<file path="src/rtl/super_memory_vstage.sv">
// Unified MEM stage: single-cycle scalar word access and lane-serial vector
// element access sharing one data memory and one MEM/WB output register.
module super_memory_vstage #(
   parameter int VECT_LANES = 3,
   parameter int MEMO_LINES = 64,
   parameter int REGI_SIZE  = 16,
   parameter int ELEM_SIZE  = 8
) (
   input  logic                            clk_i,
   input  logic                            rst_i,
   input  logic                            valid_i,
   input  logic                            isVector_i,
   input  logic                            flagMemRead_i,
   input  logic                            flagMemWrite_i,
   input  logic                            enableReg_i,
   input  logic                            enableJump_i,
   input  logic [REGI_SIZE-1:0]            int_a_i,
   input  logic [REGI_SIZE-1:0]            int_wd_i,
   input  logic [VECT_LANES*ELEM_SIZE-1:0] vec_wd_i,
   output logic                            stall_o,
   output logic                            valid_o,
   output logic [REGI_SIZE-1:0]            int_rd_o,
   output logic [VECT_LANES*ELEM_SIZE-1:0] vec_rd_o,
   output logic                            enableReg_o,
   output logic                            enableJump_o,
   output logic                            flagMemWrite_o,
   output logic                            addrErr_o
);

   localparam int ADDR_BITS = $clog2(MEMO_LINES);
   localparam int CNT_BITS  = $clog2(VECT_LANES) + 1;
   localparam int VEC_W     = VECT_LANES * ELEM_SIZE;
   // Addresses are compared one bit wider than a word so base+lane never wraps.
   localparam logic [REGI_SIZE:0]  MEM_LIMIT = (REGI_SIZE+1)'(MEMO_LINES);
   localparam logic [CNT_BITS-1:0] LAST_LANE = CNT_BITS'(VECT_LANES - 1);

   typedef enum logic {IDLE, VBUSY} state_t;

   state_t                state_q;
   logic [REGI_SIZE-1:0]  mem_q [MEMO_LINES];
   logic [CNT_BITS-1:0]   cnt_q;
   logic [REGI_SIZE-1:0]  base_q;
   logic [VEC_W-1:0]      vwd_q, vacc_q;
   logic                  rd_q, wr_q, en_reg_q, en_jmp_q, err_acc_q;

   logic                  accept;
   logic [REGI_SIZE:0]    s_addr, lane_addr;
   logic                  s_ok, l_ok;
   logic [REGI_SIZE-1:0]  s_rd_data;
   logic [ELEM_SIZE-1:0]  lane_wd, l_rd_data;
   logic [VEC_W-1:0]      vacc_d;
   logic                  err_d;
   logic                  mem_we_d;
   logic [ADDR_BITS-1:0]  mem_idx_d;
   logic [REGI_SIZE-1:0]  mem_wd_d;

   // A request is taken only from IDLE with no stall and outside reset.
   assign accept    = valid_i && !stall_o && (state_q == IDLE) && !rst_i;

   assign s_addr    = {1'b0, int_a_i};
   assign s_ok      = s_addr < MEM_LIMIT;
   assign s_rd_data = s_ok ? mem_q[int_a_i[ADDR_BITS-1:0]] : '0;

   assign lane_addr = {1'b0, base_q} + (REGI_SIZE+1)'(cnt_q);
   assign l_ok      = lane_addr < MEM_LIMIT;
   assign lane_wd   = vwd_q[cnt_q*ELEM_SIZE +: ELEM_SIZE];
   assign l_rd_data = l_ok ? mem_q[lane_addr[ADDR_BITS-1:0]][ELEM_SIZE-1:0] : '0;

   // Merge the current lane's read element and range error into the accumulators.
   always_comb begin
      // NOTE: every always_comb output gets a default first so no latch is inferred.
      vacc_d = vacc_q;
      err_d  = err_acc_q;
      if (rd_q) vacc_d[cnt_q*ELEM_SIZE +: ELEM_SIZE] = l_rd_data;
      if ((rd_q || wr_q) && !l_ok) err_d = 1'b1;
   end

   // Single write port: vector lane while busy, otherwise an accepted scalar write.
   always_comb begin
      mem_we_d  = 1'b0;
      mem_idx_d = '0;
      mem_wd_d  = '0;
      if (!rst_i) begin
         if (state_q == VBUSY) begin
            if (wr_q && l_ok) begin
               mem_we_d  = 1'b1;
               mem_idx_d = lane_addr[ADDR_BITS-1:0];
               mem_wd_d  = REGI_SIZE'(lane_wd);
            end
         end else if (accept && !isVector_i && flagMemWrite_i && s_ok) begin
            mem_we_d  = 1'b1;
            mem_idx_d = int_a_i[ADDR_BITS-1:0];
            mem_wd_d  = int_wd_i;
         end
      end
   end

   // Data memory array; reads elsewhere see the pre-write contents.
   always_ff @(posedge clk_i) begin
      // NOTE: the memory array has no reset; contents survive rst_i by design.
      if (mem_we_d) mem_q[mem_idx_d] <= mem_wd_d;
   end

   // Control FSM with registered MEM/WB outputs.
   always_ff @(posedge clk_i) begin
      // NOTE: sequential state uses non-blocking assignments only.
      if (rst_i) begin
         state_q        <= IDLE;
         cnt_q          <= '0;
         base_q         <= '0;
         vwd_q          <= '0;
         vacc_q         <= '0;
         rd_q           <= 1'b0;
         wr_q           <= 1'b0;
         en_reg_q       <= 1'b0;
         en_jmp_q       <= 1'b0;
         err_acc_q      <= 1'b0;
         stall_o        <= 1'b0;
         valid_o        <= 1'b0;
         int_rd_o       <= '0;
         vec_rd_o       <= '0;
         enableReg_o    <= 1'b0;
         enableJump_o   <= 1'b0;
         flagMemWrite_o <= 1'b0;
         addrErr_o      <= 1'b0;
      end else begin
         valid_o        <= 1'b0;
         enableReg_o    <= 1'b0;
         enableJump_o   <= 1'b0;
         flagMemWrite_o <= 1'b0;
         case (state_q)
            IDLE: begin
               if (accept) begin
                  if (isVector_i) begin
                     state_q   <= VBUSY;
                     stall_o   <= 1'b1;
                     cnt_q     <= '0;
                     base_q    <= int_a_i;
                     vwd_q     <= vec_wd_i;
                     vacc_q    <= '0;
                     err_acc_q <= 1'b0;
                     rd_q      <= flagMemRead_i;
                     wr_q      <= flagMemWrite_i;
                     en_reg_q  <= enableReg_i;
                     en_jmp_q  <= enableJump_i;
                  end else begin
                     valid_o        <= 1'b1;
                     int_rd_o       <= flagMemRead_i ? s_rd_data : '0;
                     vec_rd_o       <= '0;
                     addrErr_o      <= (flagMemRead_i || flagMemWrite_i) && !s_ok;
                     enableReg_o    <= enableReg_i;
                     enableJump_o   <= enableJump_i;
                     flagMemWrite_o <= flagMemWrite_i;
                  end
               end
            end
            VBUSY: begin
               vacc_q    <= vacc_d;
               err_acc_q <= err_d;
               cnt_q     <= cnt_q + 1'b1;
               if (cnt_q == LAST_LANE) begin
                  state_q        <= IDLE;
                  stall_o        <= 1'b0;
                  valid_o        <= 1'b1;
                  int_rd_o       <= '0;
                  vec_rd_o       <= vacc_d;
                  addrErr_o      <= err_d;
                  enableReg_o    <= en_reg_q;
                  enableJump_o   <= en_jmp_q;
                  flagMemWrite_o <= wr_q;
               end
            end
            default: state_q <= IDLE;
         endcase
      end
   end

endmodule

</file>
<file path="config.mk">
export PLATFORM = sky130hd
export DESIGN_NAME = super_memory_vstage
export DESIGN_NICKNAME = d
export VERILOG_FILES = /design/src/rtl/super_memory_vstage.sv
export SDC_FILE = /design/constraint.sdc
export NUM_CORES = 1
export LEC_CHECK = 0
export CORE_ASPECT_RATIO = 1.75
export CORE_MARGIN = 1
export CORE_UTILIZATION = 40
export CTS_BUF_LIST = sky130_fd_sc_hd__clkbuf_8
export CTS_CLUSTER_DIAMETER = 120
export DETAILED_ROUTE_END_ITERATION = 16
export HOLD_SLACK_MARGIN = 0.03
export PLACE_DENSITY = 0.56
export SYNTH_ARGS = -nofsm -noshare
export SYNTH_HDL_FRONTEND = slang
export SYNTH_SLANG_ARGS = --single-unit
</file>
<file path="constraint.sdc">
create_clock -name clk_i -period 13.1 [get_ports clk_i]
set_clock_uncertainty 0.1 [all_clocks]
set_input_delay 1.965 -clock clk_i [delete_from_list [all_inputs] [get_ports clk_i]]
set_output_delay 1.965 -clock clk_i [all_outputs]
set_load 0.02 [all_outputs]
</file>
==> flow_metrics.tcl <==
set metrics [dict create \
    status "finished, violations left" \
    violations "capacitance limit" \
    avgViaCountPerCell 6.107 \
    die_w_um 266.6 \
    cp-start-kind "register" \
    slew_violations 0 \
    synth_top_family_by_area "multiplexers" \
    wl_per_cell_um 34.07 \
    p_leak_uw 0.01984 \
    fin_tns_setup_ns 0 \
    die_h_um 465.0 \
    max-slew-margin-rel_pct 0.7251 \
    place.gp.congestion 0.9116 \
    rows 169 \
    clock_sink_count 1143 \
    powerDensity_nw_per_um2 123.5 \
    synthTopCellsByArea "edfxtp_1, mux4_2, dfxtp_1" \
    worstHoldPathType "reg2reg" \
    cts_setup_buffers 0 \
    holdWs_ns 0.3542 \
    grt-ovfl-total 0 \
    drive_gt1_share_pct 31.96 \
    cp.arrival_ns 6.57 \
    yosysSeqAreaShare_pct 67.61 \
    yosys.area_share.simple_pct 3.656 \
    fin_total_pwr_uw 6871 \
    power.switching_uw 1540 \
    start_util_pct 40.37 \
    power_frac_comb_pct 4.1 \
    cap_violations 1 \
    seqCellArea_um2 33130 \
    cts_max_level 4 \
    critPathKind "reg2reg" \
    clk_path_buf_depth 3 \
    finalNonFillerCells 4443 \
    yosysWarnings 0 \
    drtPass1Iterations 5 \
    grt_pass1_wl_um 214300 \
    crit_required_ns 13.55 \
    nFillCells 10321 \
    hold_viol_final 0 \
    cts_hold_buf 0 \
    crit_fanout 47 \
    seqPwrFrac_pct 57.1 \
    dp.final_hpwl_um 101900 \
    cts_resized 0 \
    synth-adder-area-share_pct 0.2451 \
    dp_cells 4164 \
    mostFrequentLayoutCell "edfxtp_1" \
    yosysTopAreaCell "edfxtp_1" \
    route.detailed.drc 0 \
    p_clk_share_pct 38.9 \
    synth_cells 2506 \
    area_delta_synth_final_pct 13.53 \
    end_kind "register" \
    syn_nets 2579 \
    port-buffer-count 109 \
    synth_top_area_share_pct 62.75 \
    grt_pass1_vias 28119 \
    rsz0062_at_grt "no" \
    pin_count 110 \
    fin_crit_sh_pct 46.70 \
    ir_worst_vdd_uv 93.53 \
    p_int_uw 5330 \
    multi_input_area_um2 15590 \
    drtIter0Drc 2599 \
    netlist_area_um2 49000 \
    grt_max_degree 83 \
    grt_util_all_layers_pct 24.77 \
    clk-insertion-delay-late_ns 0.88 \
    syn_area_per_cell_um2 19.55 \
    routed_wl_um 151400 \
    vias 27134 \
    final_util_pct 45.84 \
    path_clk_slew_ns 0.07 \
    ant_nets 0 \
    fin_nets 2775 \
    layout_common_cells "edfxtp_1, mux4_2, clkbuf_8" \
    max_slew.worst_pin.slew_ns 1.478 \
    synthXorXnorAreaFrac_pct 0.1404 \
    synth_compound_area_share_pct 4.009 \
    ys_seq_elements 1143 \
    synth-main-ff-cell "edfxtp_1" \
    synth_enable_flop_cells 1024 \
    cts_root_buf "clkbuf_8" \
    finalCriticalPeriod_ns 6.118 \
    cts_buffers 160 \
    cts_tree "yes" \
    core_region_area_um2 121400 \
    netSwitchingFraction_pct 22.42 \
    antenna_found_initial 10 \
    setup_viol 0 \
    ys_async_sr_fraction_pct 0 \
    yosys.cell_types.count 62 \
    fmax_mhz 163.5 \
    dieArea_um2 124000 \
    synthMuxAreaShare_pct 22.68 \
]
==> synthesized netlist by cell type (14+ instances only) <==
| cell type | instances |
|---|---|
| inv_1 | 14 |
| mux4_2 | 454 |
| nor2_1 | 47 |
| edfxtp_1 | 1024 |
| and3_1 | 27 |
| o211ai_1 | 17 |
| o21ai_1 | 34 |
| a21oi_1 | 70 |
| o2111ai_1 | 16 |
| dfxtp_1 | 119 |
| mux2i_1 | 51 |
| buf_1 | 34 |
| clkbuf_1 | 94 |
| o21ai_0 | 28 |
| nor3_1 | 65 |
| a22oi_1 | 31 |
| nor3b_1 | 18 |
| a31oi_1 | 20 |
| nand3_1 | 15 |
| buf_2 | 36 |
| nand2_1 | 131 |
==> cells by family after synthesis <==
| kind of cell | Yosys count |
|---|---|
| buffers and inverters | 187 |
| and+or+nand+nor | 353 |
| AOI/OAI and AO/OA | 283 |
| muxes | 524 |
| DFF | 1143 |
| xor gates and xnor gates | 7 |
| adders and majority gates | 9 |
==> sequential cells by signal (all words and copies together), names as in the netlist <==
register	flops
rd_q	1
flagMemWrite_o	1
wr_q	1
int_rd_o	16
vacc_q	24
enableJump_o	1
valid_o	1
state_q	1
err_acc_q	1
base_q	16
cnt_q	3
vec_rd_o	24
vwd_q	24
stall_o	1
enableReg_o	1
en_jmp_q	1
en_reg_q	1
addrErr_o	1
mem_q	1024
==> worst max-delay path: stages (launching register included) <==
cell and delay, ns:
dfxtp_1 0.94, inv_1 0.28, fa_4 0.61, nand2b_1 0.27, a2111oi_0 0.64, xnor2_1 0.21, nand3_2 0.24, nor3_2 0.39
a32oi_4 0.16, buf_4 0.35, buf_4 0.45, nor3_2 0.76, buf_4 0.32
==> metal layers <==
metal / share of wire, % / track usage (%) / vias to the layer above
li1: - / - / 11042
met1: 34 / 27.30 / 14548
met2: 51 / 42.12 / 1212
met4: 9.2 / 19.50 / 2
met5: 0.013 / 0 / -
met3: 5.8 / 4.361 / 330
==> area by class of cell <==
cell class,count,share of cell area (%)
sequential,1143,59.55
multi-input combinational,1176,28.03
clock buffer,175,4.329
tap,1624,3.652
timing repair buffer,206,3.290
clock inverter,101,1.032
inverter,15,0.1012
antenna,3,0.01349
==> power by group through the flow <==
stage	clock network, uW	registers [uW]	logic [uW]
floorplan	0	4000	190
global placement	0	4000	278
detailed placement	0	4000	281
CTS	2740	3920	282
global route	2870	3920	295
finish	2670	3920	279
==> path summary, 6_finish.rpt <==
kind	start	cells after the start	to	slack, ns
worst min-delay path	vacc_q[0]$_SDFFE_PP0P_	2	vacc_q[0]$_SDFFE_PP0P_	0.35
worst max-delay path	cnt_q[1]$_SDFFE_PP0P_	12	mem_q[13][8]$_DFFE_PP_	6.98
worst min register to register	vacc_q[0]$_SDFFE_PP0P_	2	vacc_q[0]$_SDFFE_PP0P_	0.35
worst max register to register	cnt_q[1]$_SDFFE_PP0P_	12	mem_q[13][8]$_DFFE_PP_	6.98
==> per-stage QoR <==
step	setup WS (ns)	cell area [um^2]
2_1_floorplan	7.633	49000
4_1_cts	6.687	55610
6_report	6.982	55630
3_5_place_dp	6.401	52630
3_3_place_gp	6.381	52610
5_1_grt	6.732	55630
(Power assumes the default switching activity.)
==> variant, RTL diff (same flow settings) <==
The parameter `VECT_LANES` goes from 3 to 6.
--- a/src/rtl/super_memory_vstage.sv
+++ b/src/rtl/super_memory_vstage.sv
@@ -2,5 +2,5 @@
 // element access sharing one data memory and one MEM/WB output register.
 module super_memory_vstage #(
-   parameter int VECT_LANES = 3,
+   parameter int VECT_LANES = 6,
    parameter int MEMO_LINES = 64,
    parameter int REGI_SIZE  = 16,
Interface: changed (resized vec_rd_o and vec_wd_i); port bits go from 110 to 158. The function was not compared with the original's and may differ.
==> variant against the original RTL <==
- power is 7.3% higher
- sequential cell count increased by 73
- synthesized area is 4.8% higher
- wire length grew 6.5%
- cell area rose by 5.9%
- critical path depth stayed put
- worst setup slack better by 340 ps
- sequential power is 5.9% higher
- sequential share of layout area shrank 0.86 points
==> variant: results (changes against the original RTL) <==
Outcome
  • Status: completed (was finished with violations)

Logic synthesis
  • Largest cells by area after synthesis: edfxtp_1, mux4_2, dfxtp_1 (unchanged)
  • Number of library cell types mapped by synthesis: 68 (was 62)
  • Register area share after synthesis: 67.4% (was 67.6%)
  • Syn Nets: 2839 (was 2579)
  • Most instantiated cells after synthesis: edfxtp_1, mux4_2, nand2_1 (unchanged)
  • Synth Area in Adders: 0.234% (was 0.245%)
  • Gate Count Post-Synth: 2742 (was 2506)
  • Synth Area in XOR/XNOR: 0.153% (was 0.140%)
  • Post-synthesis mux area share: 22.5% (was 22.7%)

Global route
  • Met1 Use GR: 26.7% (was 27.3%)
  • GRT met3 Usage: 5.54% (was 4.36%)
  • Antenna violations before repair: 23 (was 10)
  • Total Routing Usage GR: 25.2% (was 24.8%)
  • First-pass GRT wire length: 229000 um (was 214000 um)
  • Vias in the first global route: 30719 (was 28119)
  • Largest net degree at the start of global routing: 103 (was 83)
  • Met2 Use GR: 44.9% (was 42.1%)

Routing
  • Metal2 WL: 86000 um (was 76900 um)
  • WL met1: 53500 um (was 51800 um)
  • First drt pass iteration count: 8 (was 5)
  • WL met3: 11000 um (was 8850 um)
  • Vias/cell: 6.04 (was 6.11)
  • Iteration-0 DRC count of the detailed router: 2616 (was 2599)
  • Final WL: 161000 um (was 151000 um)

Placement
  • Inst Count DP: 4503 (was 4164)
  • Post-place setup slack: 6680 ps (was 6400 ps)
  • Post-DP HPWL: 100000 um (was 102000 um)
  • Placement Cell Area: 0.0557 mm^2 (was 0.0526 mm^2)
  • Final GP Congestion: 0.868 (was 0.912)

Power and ir drop
  • Switching fraction of total power: 23.0% (was 22.4%)
  • Sequential Power Share: 56.2% (was 57.1%)
  • Clock power frac: 38.5% (was 38.9%)
  • Int Pwr: 5.68 mW (was 5.33 mW)

Clock network
  • CTS buffer count: 170 (was 160)
  • Clk sinks: 1216 (was 1143)

Layout
  • Final core utilization: 46.4% (was 45.8%)
  • Layout cell share with drive strength beyond 1: 31.1% (was 32.0%)
  • Signal buffers: 289 (was 206)
  • Fin nets: 3110 (was 2775)
  • Seq/total area: 58.7% (was 59.6%)
  • Multi-input gate area: 0.0164 mm^2 (was 0.0156 mm^2)
  • Layout clock area frac: 5.41% (was 5.36%)
  • Multi-Input Combinational: 1322 (was 1176)
  • Inverters: 14 (was 15)
  • Fill count: 10633 (was 10321)
  • NonClk Buf Share: 4.36% (was 3.29%)
  • ANT cells: 19 (was 3)
  • Clock Buffer Count: 183 (was 175)
  • Final Non-Filler Cells: 4828 (was 4443)

Worst setup path
  • Critical Path AT: 6290 ps (was 6570 ps)
  • CP max stage delay: 990 ps (was 940 ps)
  • Crit-path slowest cell: o31ai_4 (was dfxtp_1)
  • Max Fanout on Critical Path: 17 (was 47)

Run
  • Max Cap Violations: 0 (was 1)

Timing
  • Slew @ Worst Pin: 1270 ps (was 1480 ps)

Die
  • Die Span X: 273 um (was 267 um)
[variant: changes by cell type after synthesis, moves of 14 or more]
cell,before,now
o2111ai_1,16,2
nor3b_1,18,1
clkbuf_1,94,119
nor3_1,65,90
and3_1,27,8
buf_2,36,21
dfxtp_1,119,192
mux2i_1,51,27
mux4_2,454,498
o21ai_1,34,0
o21ai_0,28,73
a31oi_1,20,6
nand2_1,131,246
a22o_1,11,34
[variant: worst reg2reg max path, cell delays in order (launching register included)]
cell and delay [ps]:
dfxtp_1 310, buf_4 290, inv_1 280, fa_4 630, nand2b_1 280, a2111oi_2 450, nand4b_1 140, and3_1 370
or3_1 800, o31ai_4 990, buf_4 420, nor3_2 170, buf_4 310
[variant: final timing paths]
kind          startpoint           end  slack (ps)  cells past startpoint
max             cnt_q[1]  mem_q[13][8]        7320                     12
min          int_rd_o[4]   int_rd_o[4]         350                      2
max reg2reg     cnt_q[1]  mem_q[13][8]        7320                     12
min reg2reg  int_rd_o[4]   int_rd_o[4]         350                      2
